File: src/rtl/bcp_clause_engine.sv
// Boolean constraint propagation clause evaluator.
// Accepts one clause at a time, scans its literals LANES per cycle, classifies
// the clause as SAT / UNIT / CONFLICT / UNRESOLVED and queues the result in a
// small FIFO. Per-thread flush discards both queued and in-flight work.
module bcp_clause_engine #(
    parameter int LIT_NUM  = 4,
    parameter int LANES    = 1,
    parameter int VAR_W    = 12,
    parameter int THREAD_W = 1,
    parameter int ID_W     = 16,
    parameter int Q_DEPTH  = 4
) (
    input  logic                         CLK,
    input  logic                         RST,
    input  logic                         in_valid,
    output logic                         in_ready,
    input  logic [THREAD_W-1:0]          in_thread,
    input  logic [ID_W-1:0]              in_clause_id,
    input  logic [LIT_NUM-1:0]           in_lit_en,
    input  logic [LIT_NUM*(VAR_W+1)-1:0] in_lits,
    input  logic [LIT_NUM*2-1:0]         in_assign,
    input  logic                         flush_valid,
    input  logic [THREAD_W-1:0]          flush_thread,
    output logic                         out_valid,
    input  logic                         out_ready,
    output logic [1:0]                   out_status,
    output logic [VAR_W:0]               out_lit,
    output logic [THREAD_W-1:0]          out_thread,
    output logic [ID_W-1:0]              out_clause_id,
    output logic [15:0]                  stat_unit_cnt,
    output logic [15:0]                  stat_conflict_cnt
);
    localparam int SW     = VAR_W + 1;
    localparam int CHUNKS = LIT_NUM / LANES;
    localparam int CW     = $clog2(CHUNKS + 1);
    localparam int PW     = $clog2(Q_DEPTH);
    localparam int OW     = PW + 1;

    localparam logic [1:0] ST_SAT   = 2'b00;
    localparam logic [1:0] ST_UNIT  = 2'b01;
    localparam logic [1:0] ST_CONF  = 2'b10;
    localparam logic [1:0] ST_UNRES = 2'b11;

    typedef enum logic [1:0] {IDLE, SCAN, PUSH} state_t;

    state_t                 state_q;
    logic [CW-1:0]          chunk_q;
    logic [THREAD_W-1:0]    thread_q;
    logic [ID_W-1:0]        id_q;
    logic [LIT_NUM-1:0]     en_q;
    logic [LIT_NUM*SW-1:0]  lits_q;
    logic [LIT_NUM*2-1:0]   asg_q;
    logic                   true_q, true_d;
    logic [1:0]             ucnt_q, ucnt_d;
    logic [SW-1:0]          ulit_q, ulit_d;
    logic [15:0]            unit_cnt_q, conf_cnt_q;

    logic [1:0]             f_status_q [Q_DEPTH];
    logic [SW-1:0]          f_lit_q    [Q_DEPTH];
    logic [THREAD_W-1:0]    f_thread_q [Q_DEPTH];
    logic [ID_W-1:0]        f_id_q     [Q_DEPTH];
    logic                   f_live_q   [Q_DEPTH];
    logic [PW-1:0]          wr_ptr_q, rd_ptr_q;
    logic [OW-1:0]          occ_q;

    logic       accept, accept_drop, flush_cur, push, pop;
    logic [1:0] cls_status;
    logic [SW-1:0] cls_lit;

    assign in_ready    = RST && (state_q == IDLE) && (occ_q < OW'(Q_DEPTH));
    assign accept      = in_valid && in_ready;
    assign accept_drop = flush_valid && (flush_thread == in_thread);
    assign flush_cur   = flush_valid && (flush_thread == thread_q);
    assign push        = (state_q == PUSH) && !flush_cur;
    assign pop         = (occ_q != '0) && (!f_live_q[rd_ptr_q] || out_ready);

    assign out_valid         = (occ_q != '0) && f_live_q[rd_ptr_q];
    assign out_status        = f_status_q[rd_ptr_q];
    assign out_lit           = f_lit_q[rd_ptr_q];
    assign out_thread        = f_thread_q[rd_ptr_q];
    assign out_clause_id     = f_id_q[rd_ptr_q];
    assign stat_unit_cnt     = unit_cnt_q;
    assign stat_conflict_cnt = conf_cnt_q;

    // Fold the current chunk's enabled slots into the running scan state, in slot order.
    always_comb begin
        true_d = true_q;
        ucnt_d = ucnt_q;
        ulit_d = ulit_q;
        for (int s = 0; s < LIT_NUM; s++) begin
            if ((s / LANES) == int'(chunk_q) && en_q[s]) begin
                if (asg_q[s*2 +: 2] == 2'b10) begin
                    true_d = 1'b1;
                end else if (asg_q[s*2 +: 2] != 2'b01) begin
                    // 00 and 11 both count as unassigned
                    if (ucnt_d == 2'd0) ulit_d = lits_q[s*SW +: SW];
                    if (ucnt_d != 2'd2) ucnt_d = ucnt_d + 2'd1;
                end
            end
        end
    end

    // Final classification from the registered scan state, used during PUSH.
    always_comb begin
        cls_lit = '0;
        if (true_q)              cls_status = ST_SAT;
        else if (ucnt_q == 2'd0) cls_status = ST_CONF;
        else if (ucnt_q == 2'd1) begin
            cls_status = ST_UNIT;
            cls_lit    = ulit_q;
        end
        else                     cls_status = ST_UNRES;
    end

    // Clause FSM: capture, chunked scan with early exit, push, and statistics.
    always_ff @(posedge CLK or negedge RST) begin
        if (!RST) begin
            state_q    <= IDLE;
            chunk_q    <= '0;
            thread_q   <= '0;
            id_q       <= '0;
            en_q       <= '0;
            lits_q     <= '0;
            asg_q      <= '0;
            true_q     <= 1'b0;
            ucnt_q     <= 2'd0;
            ulit_q     <= '0;
            unit_cnt_q <= '0;
            conf_cnt_q <= '0;
        end else begin
            case (state_q)
                IDLE: begin
                    if (accept && !accept_drop) begin
                        thread_q <= in_thread;
                        id_q     <= in_clause_id;
                        en_q     <= in_lit_en;
                        lits_q   <= in_lits;
                        asg_q    <= in_assign;
                        chunk_q  <= '0;
                        true_q   <= 1'b0;
                        ucnt_q   <= 2'd0;
                        ulit_q   <= '0;
                        state_q  <= SCAN;
                    end
                end
                SCAN: begin
                    if (flush_cur) begin
                        state_q <= IDLE;
                    end else begin
                        true_q <= true_d;
                        ucnt_q <= ucnt_d;
                        ulit_q <= ulit_d;
                        if (true_d || ucnt_d == 2'd2 || chunk_q == CW'(CHUNKS - 1))
                            state_q <= PUSH;
                        else
                            chunk_q <= chunk_q + CW'(1);
                    end
                end
                PUSH: begin
                    state_q <= IDLE;
                    if (push && cls_status == ST_UNIT && unit_cnt_q != 16'hFFFF)
                        unit_cnt_q <= unit_cnt_q + 16'd1;
                    if (push && cls_status == ST_CONF && conf_cnt_q != 16'hFFFF)
                        conf_cnt_q <= conf_cnt_q + 16'd1;
                end
                default: state_q <= IDLE;
            endcase
        end
    end

    // Result FIFO: flush clears live bits, push appends, head pops on handshake or when dead.
    always_ff @(posedge CLK or negedge RST) begin
        if (!RST) begin
            for (int i = 0; i < Q_DEPTH; i++) begin
                f_status_q[i] <= '0;
                f_lit_q[i]    <= '0;
                f_thread_q[i] <= '0;
                f_id_q[i]     <= '0;
                f_live_q[i]   <= 1'b0;
            end
            wr_ptr_q <= '0;
            rd_ptr_q <= '0;
            occ_q    <= '0;
        end else begin
            if (flush_valid) begin
                for (int i = 0; i < Q_DEPTH; i++) begin
                    if (f_thread_q[i] == flush_thread) f_live_q[i] <= 1'b0;
                end
            end
            if (push) begin
                f_status_q[wr_ptr_q] <= cls_status;
                f_lit_q[wr_ptr_q]    <= cls_lit;
                f_thread_q[wr_ptr_q] <= thread_q;
                f_id_q[wr_ptr_q]     <= id_q;
                f_live_q[wr_ptr_q]   <= 1'b1;
                wr_ptr_q             <= wr_ptr_q + PW'(1);
            end
            if (pop) rd_ptr_q <= rd_ptr_q + PW'(1);
            if (push && !pop)      occ_q <= occ_q + OW'(1);
            else if (!push && pop) occ_q <= occ_q - OW'(1);
        end
    end
endmodule

File: config.mk
export PLATFORM = sky130hd
export DESIGN_NAME = bcp_clause_engine
export DESIGN_NICKNAME = d
export VERILOG_FILES = /design/src/rtl/bcp_clause_engine.sv
export SDC_FILE = /design/constraint.sdc
export NUM_CORES = 1
export LEC_CHECK = 0
export CAP_MARGIN = 20
export CORE_MARGIN = 2
export CORE_UTILIZATION = 30
export DETAILED_ROUTE_END_ITERATION = 6
export PLACE_DENSITY = 0.54
export SETUP_SLACK_MARGIN = 0.1
export SLEW_MARGIN = 25
export SYNTH_ARGS = -nofsm -noshare
export SYNTH_HDL_FRONTEND = slang
export SYNTH_SLANG_ARGS = --single-unit
File: constraint.sdc
create_clock -name CLK -period 3.1 [get_ports CLK]
set_input_delay 0.62 -clock CLK [delete_from_list [all_inputs] [get_ports CLK]]
set_output_delay 0.62 -clock CLK [all_outputs]
set_load 0.02 [all_outputs]
# Word-level counts from Yosys, hierarchy flattened
# Index checks and enable logic that the tools add are counted.
[classes]
eq_ne = 34
n_bitwise = 3
n_addsub = 11
n_mux = 98
n_reduce_logical = 43
order_cmp = 4
[ops]
columns = ["cell", "n"]
rows = [
  ["$mux W13", 24],
  ["$bwmux W64", 1],
  ["$mux W2", 27],
  ["$bwmux W52", 1],
  ["$mux W16", 3],
  ["$add A16 B1 Y16 const B", 2],
  ["$bmux W16 S2", 1],
  ["$demux W16 S2", 1],
  ["$ne A16 B16 Y1 const B", 2],
  ["$bmux W13 S2", 1],
  ["$demux W13 S2", 1],
  ["$pmux W13 S2", 1],
  ["$logic_and A1 B1 Y1", 20],
  ["$mux W1", 19],
  ["$mux W3", 5],
  ["$eq A2 B2 Y1 const B", 7],
  ["$add A2 B1 Y2 const B", 6],
  ["$ne A2 B2 Y1 const B", 6],
  ["$logic_not A2 Y1", 5],
  ["$ne A2 B1 Y1 const B", 5],
  ["$bwmux W8", 1],
  ["$mux W4", 2],
  ["$pmux W2 S2", 2],
  ["$reduce_and A2 Y1", 4],
  ["27 further kinds", 46],
]
[word_totals]
reg_bits = 273
inputBits = 87

# Logic depth before layout (Yosys ltp)
[depth]
ltp_word = 26
mapped_depth = 15
ltp_nobuf = 13

# Worst setup path before layout
# Ideal clock, no wire load.
[synth_timing]
path_type = "register -> register"
from = "register ucnt_q[0]"
to = "register ulit_q[10]"
setup_slack_ns = 0.119
path_buffers = 1
stages_incl_launch_ff = 14
required_ns = 2.967
setup_time_ns = 0.133
t_arrival_ns = 2.848
cell_sequence = "dfrtp_1 -> inv_1 -> ha_1 -> or4_4 -> a21oi_4 -> o2bb2ai_1 -> a211oi_2 -> inv_1 -> ha_1 -> nand2_1 -> nor2_1 -> clkbuf_1 -> a22oi_1 -> o21ai_0"
[synth_via]
elab_chain_len = 22
elab_cells_between_ends = 40
classes_between = "3 x add/sub; 3 x eq/ne; 30 x mux; 4 x reduce/logical"
[synth_rtl]
columns = ["item", "line", "source"]
rows = [
  ["start: declaration", "54", "logic [1:0] ucnt_q, ucnt_d;"],
  ["start signal: assignment", "151", "ucnt_q <= ucnt_d;"],
  ["$add A2 B1 Y2 / $ne A2 B2 Y1 (equally long branches)", "97", "if (ucnt_d != 2'd2) ucnt_d = ucnt_d + 2'd1;"],
  ["$mux W2", "97", ""],
  ["$mux W2", "94", "end else if (asg_q[s*2 +: 2] != 2'b01) begin"],
  ["$mux W2", "92", "if (asg_q[s*2 +: 2] == 2'b10) begin"],
  ["$mux W2", "91", "if ((s / LANES) == int'(chunk_q) && en_q[s]) begin"],
  ["$add A2 B1 Y2 / $ne A2 B2 Y1 (equally long branches)", "97", ""],
  ["$mux W2", "97", ""],
  ["$mux W2", "94", ""],
  ["(+6 left out)", "-", ""],
  ["$mux W2", "91", ""],
  ["$logic_not A2 Y1", "96", "if (ucnt_d == 2'd0) ulit_d = lits_q[s*SW +: SW];"],
  ["$mux W13", "96", ""],
  ["$mux W13", "94", ""],
  ["$mux W13", "92", ""],
  ["$mux W13 (*)", "91", ""],
  ["$mux W13 (*)", "147", "if (flush_cur) begin"],
  ["$pmux W13 S2 (*)", "131", "case (state_q)"],
  ["end signal: assignment", "152", "ulit_q <= ulit_d;"],
  ["end: declaration", "55", "logic [SW-1:0] ulit_q, ulit_d;"],
]
# Every way passes the cells marked *; elsewhere a longest branch is shown, timed or not. The select of a mux whose other input is x is not followed.
# A chain may end at the register's enable or synchronous reset.

# Worst setup path after layout
[layout_timing]
from = "register rd_ptr_q[0]"
to = "output port out_lit[10]"
[layout_via]
elab_chain_len = 4
[layout_rtl]
columns = ["item", "line", "source"]
rows = [
  ["start: declaration", "63", "logic [PW-1:0] wr_ptr_q, rd_ptr_q;"],
  ["start signal: assignment", "198", "if (pop) rd_ptr_q <= rd_ptr_q + PW'(1);"],
  ["$not A2 Y3 (not written as such)", "79", "assign out_lit = f_lit_q[rd_ptr_q];"],
  ["$bmux W13 S2", "79", ""],
  ["$mux W13 (not written as such) (2 in series)", "79", ""],
  ["end: declaration", "27", "output logic [VAR_W:0] out_lit,"],
]
# No other way between the ends. The select of a mux whose other input is x is not followed.

==> flow_metrics.py <==
metrics = {
    "detailed_routing": {
        "routed_wl_um": 29700,
        "routed-via-count": 8565,
        "first_iter_violations": 398,
        "drc_errors": 0,
        "ant_nets": 0,
        "routed_via_density": 4.65,
        "dr.pass1.iters": 5,
        "routedWlPerCell_um": 16.1,
    },
    "timing": {
        "finalHoldViolations": 0,
        "slew_viol_final": 0,
        "slew_headroom": 0.407,
        "min_period_ns": 2.94,
        "holdWs_ns": 0.227,
        "rsz0062_at_grt": "yes",
        "tns_ns": 0,
        "fmax_ghz": 0.340,
        "tightest_slew_ns": 0.890,
        "fin_skew_ns": 0.0201,
        "post-route-period-util": 0.950,
        "finalSetupViolations": 0,
    },
    "final_layout": {
        "multi_input_area_um2": 5170,
        "fill_cells": 3997,
        "instances_no_fill": 1842,
        "final_common_cell": "nand2_1",
        "ff_latch_area_um2": 6830,
        "layout.nets": 1391,
        "drive_above_1_share": 0.165,
        "syn_to_final_growth_pct": 28.6,
        "mostFrequentLayoutCells": "nand2_1 (366), dfrtp_1 (271), clkdlybuf4s50_1 (146), o21ai_0 (90), mux2_2 (71)",
        "n_antenna_cell": 0,
    },
    "setup_path": {
        "regToRegSetupSlack_ns": 0.28,
        "crit_path_end_kind": "output pin",
        "slowest_delay_ns": 0.59,
        "worstSetupStartpointType": "flop",
        "required_ns": 2.48,
        "worstPathMaxFanout": 17,
        "timing.rr.end": "chunk_q[1]",
        "cp_top_family": "buffers and inverters",
        "timing.rr.start": "chunk_q[0]",
        "worstPathArrival_ns": 2.32,
        "rr_worst_depth": 10,
        "path_cells": "buf_8 > mux4_2 > clkdlybuf4s50_1",
        "path_class": "flop to output pin",
        "critPathSlowestCell": "mux4_2",
        "worstPathBufferInverterCount": 2,
    },
    "synthesis": {
        "postSynthAreaPerCell_um2": 10.9,
        "ys_ff_latch": 273,
        "synth-main-ff-cell": "dfrtp_1",
        "async_flop_share": 1.00,
        "syn_nets": 1229,
        "yosysSeqAreaShare": 0.557,
        "synthCells": 1123,
        "synth_top_area_frac": 0.557,
        "synth-edff-count": 0,
        "syn-cell-area_um2": 12300,
        "synthTopCellsByArea": "dfrtp_1 (56%), nand2_1 (11%), mux2_2 (6.5%)",
        "synth_warnings": 0,
        "yosys.area.top_type": "dfrtp_1",
        "synth.distinct_cells": 57,
    },
    "clocking": {
        "cts-root-buf": "clkbuf_16",
        "cts_hold_buf": 0,
        "clkTransAtPathRegs_ns": 0.06,
        "cts_max_level": 2,
        "cts_inserted_buffers": 34,
        "clkSinkCount": 273,
        "clkLatencyLatePin_ns": 0.52,
        "cts_tree": "done",
        "clk_path_buf_depth": 3,
    },
    "pwr": {
        "p_per_area_nw_per_um2": 817,
        "total_power_mw": 12.9,
        "seqPwrFrac": 0.405,
        "p_sw_mw": 4.08,
        "p_int_mw": 8.80,
        "clkPwrFrac": 0.315,
        "ir_worst_vdd_mv": 0.288,
        "swShare": 0.317,
        "leakagePower_nw": 7.44,
        "pwr-share-comb": 0.279,
    },
    "floorplan": {
        "die_height_um": 206,
        "die_w_um": 206,
        "initial_core_util": 0.302,
        "core-area_um2": 40600,
        "floorplan.die_area_um2": 42500,
        "pin_count": 153,
        "row_count": 74,
    },
    "grt": {
        "grt_pass1_vias": 8648,
        "grt_max_degree": 154,
        "grt-ovfl-total": 0,
        "antenna_found_initial": 0,
        "grt.total_usage": 0.145,
        "grt_pass1_wl_um": 48000,
    },
    "placed_design": {
        "dp_cells": 1781,
        "port_buffers": 152,
        "gp_congestion": 0.769,
        "hpwl_um": 20300,
    },
    "outcome": {
        "status": "finished clean",
    },
    "worst_hold_path": {
        "worst_hold_path_type": "input pin to async pin",
    },
    "run": {
        "drv_cap": 0,
    },
}
## kinds of logic (layout without fill, tap and decap cells)
family                     count (synthesis)  count (layout)  share of synthesized area
buffers and inverters                     74             261                     0.0234
DFF                                      273             273                      0.557
AOI/OAI and AO/OA                        128             128                     0.0635
and+or+nand+nor                          450             450                      0.153
muxes                                    133             133                      0.150
adders and majority gates                 19              19                     0.0200
xor gates and xnor gates                  46              46                     0.0329
## synth_stat cells (3+ instances only)
library cell  number
nand2_1          370
dfrtp_1          273
o21ai_0           90
mux2_2            71
clkbuf_1          50
xnor2_1           36
mux4_2            33
mux2i_1           28
ha_1              18
inv_1             15
nor2_1            14
a22oi_1           13
nand3_1           13
nand4_1           12
xor2_1            10
nor3_1             6
or2_2              5
buf_1              4
buf_2              4
nor2b_1            4
a21oi_1            3
and2_1             3
and3_1             3
nand2b_1           3
nand3b_1           3
## timing repair
item / in CTS / in global routing
endpoints found under the setup margin: 30 / 24
cloned: 0 / 0
hold endpoints to repair: 0 / 0
resized for setup: 5 / 6
pin swaps: 0 / 1
setup buffers: 0 / 0
## state kept, by name (all words and copies together) (netlist names), 4 cells and up
| signal | count |
|---|---|
| f_id_q | 64 |
| f_lit_q | 52 |
| lits_q | 52 |
| id_q | 16 |
| stat_conflict_cnt | 16 |
| stat_unit_cnt | 16 |
| ulit_q | 13 |
| asg_q | 8 |
| f_status_q | 8 |
| en_q | 4 |
| f_live_q | 4 |
| f_thread_q | 4 |
## per-stage QoR
| step | instance area, um^2 | utilization | setup WS (ns) |
|---|---|---|---|
| finish | 15800 | 0.389 | 0.156 |
| CTS | 15800 | 0.388 | 0.103 |
| global placement | 14600 | 0.360 | 0.306 |
| detailed placement | 14600 | 0.360 | 0.231 |
| floorplan | 12300 | - | 0.119 |
| global route | 15800 | 0.389 | 0.0909 |
## worst reg2reg max path: stages, from the launching register on
cell and delay, ns:
dfrtp_1 0.42, inv_1 0.11, ha_2 0.21, nand3b_4 0.10, or4_4 0.53, a21o_1 0.19, nor3b_1 0.24, a211oi_2 0.08
buf_4 0.15, a211oi_4 0.34, mux2_4 0.33
## routing by layer
layer | global-route usage | vias to the layer above | routed length [um]
met2 | 0.219 | 167 | 13300
met3 | 0.0333 | 32 | 1450
met5 | 0 | - | 0
met1 | 0.208 | 4218 | 14500
met4 | 0.0388 | 0 | 519
li1 | - | 4148 | -
## power by group through the flow
| stage | Sequential, mW | Combinational (mW) | Clock (mW) |
|---|---|---|---|
| 2_1_floorplan | 5.05 | 2.51 | 0 |
| 3_3_place_gp | 5.27 | 3.58 | 0 |
| 3_5_place_dp | 5.28 | 3.63 | 0 |
| 4_1_cts | 5.23 | 3.66 | 4.19 |
| 5_1_grt | 5.38 | 4.01 | 4.34 |
| 6_report | 5.22 | 3.60 | 4.06 |
## area by class of cell
type	count	area share
flip-flops and latches	273	0.433
multi-input cells	776	0.328
repair buffers	185	0.120
clock buffers	47	0.0616
well taps	532	0.0422
clock inverters	14	0.0117
inverters	15	0.00357
## worst max-delay path by stage
stage | startpoint | endpoint | cells past startpoint
final | rd_ptr_q[0] | out_lit[10] | 3
after global routing | rd_ptr_q[0] | out_lit[10] | 3
after CTS | rd_ptr_q[0] | out_status[0] | 3
after detailed placement | chunk_q[0] | ulit_q[9] | 14
after global placement | chunk_q[0] | ulit_q[3] | 14
after floorplan | ucnt_q[0] | ulit_q[10] | 13
(Power assumes the default switching activity.)
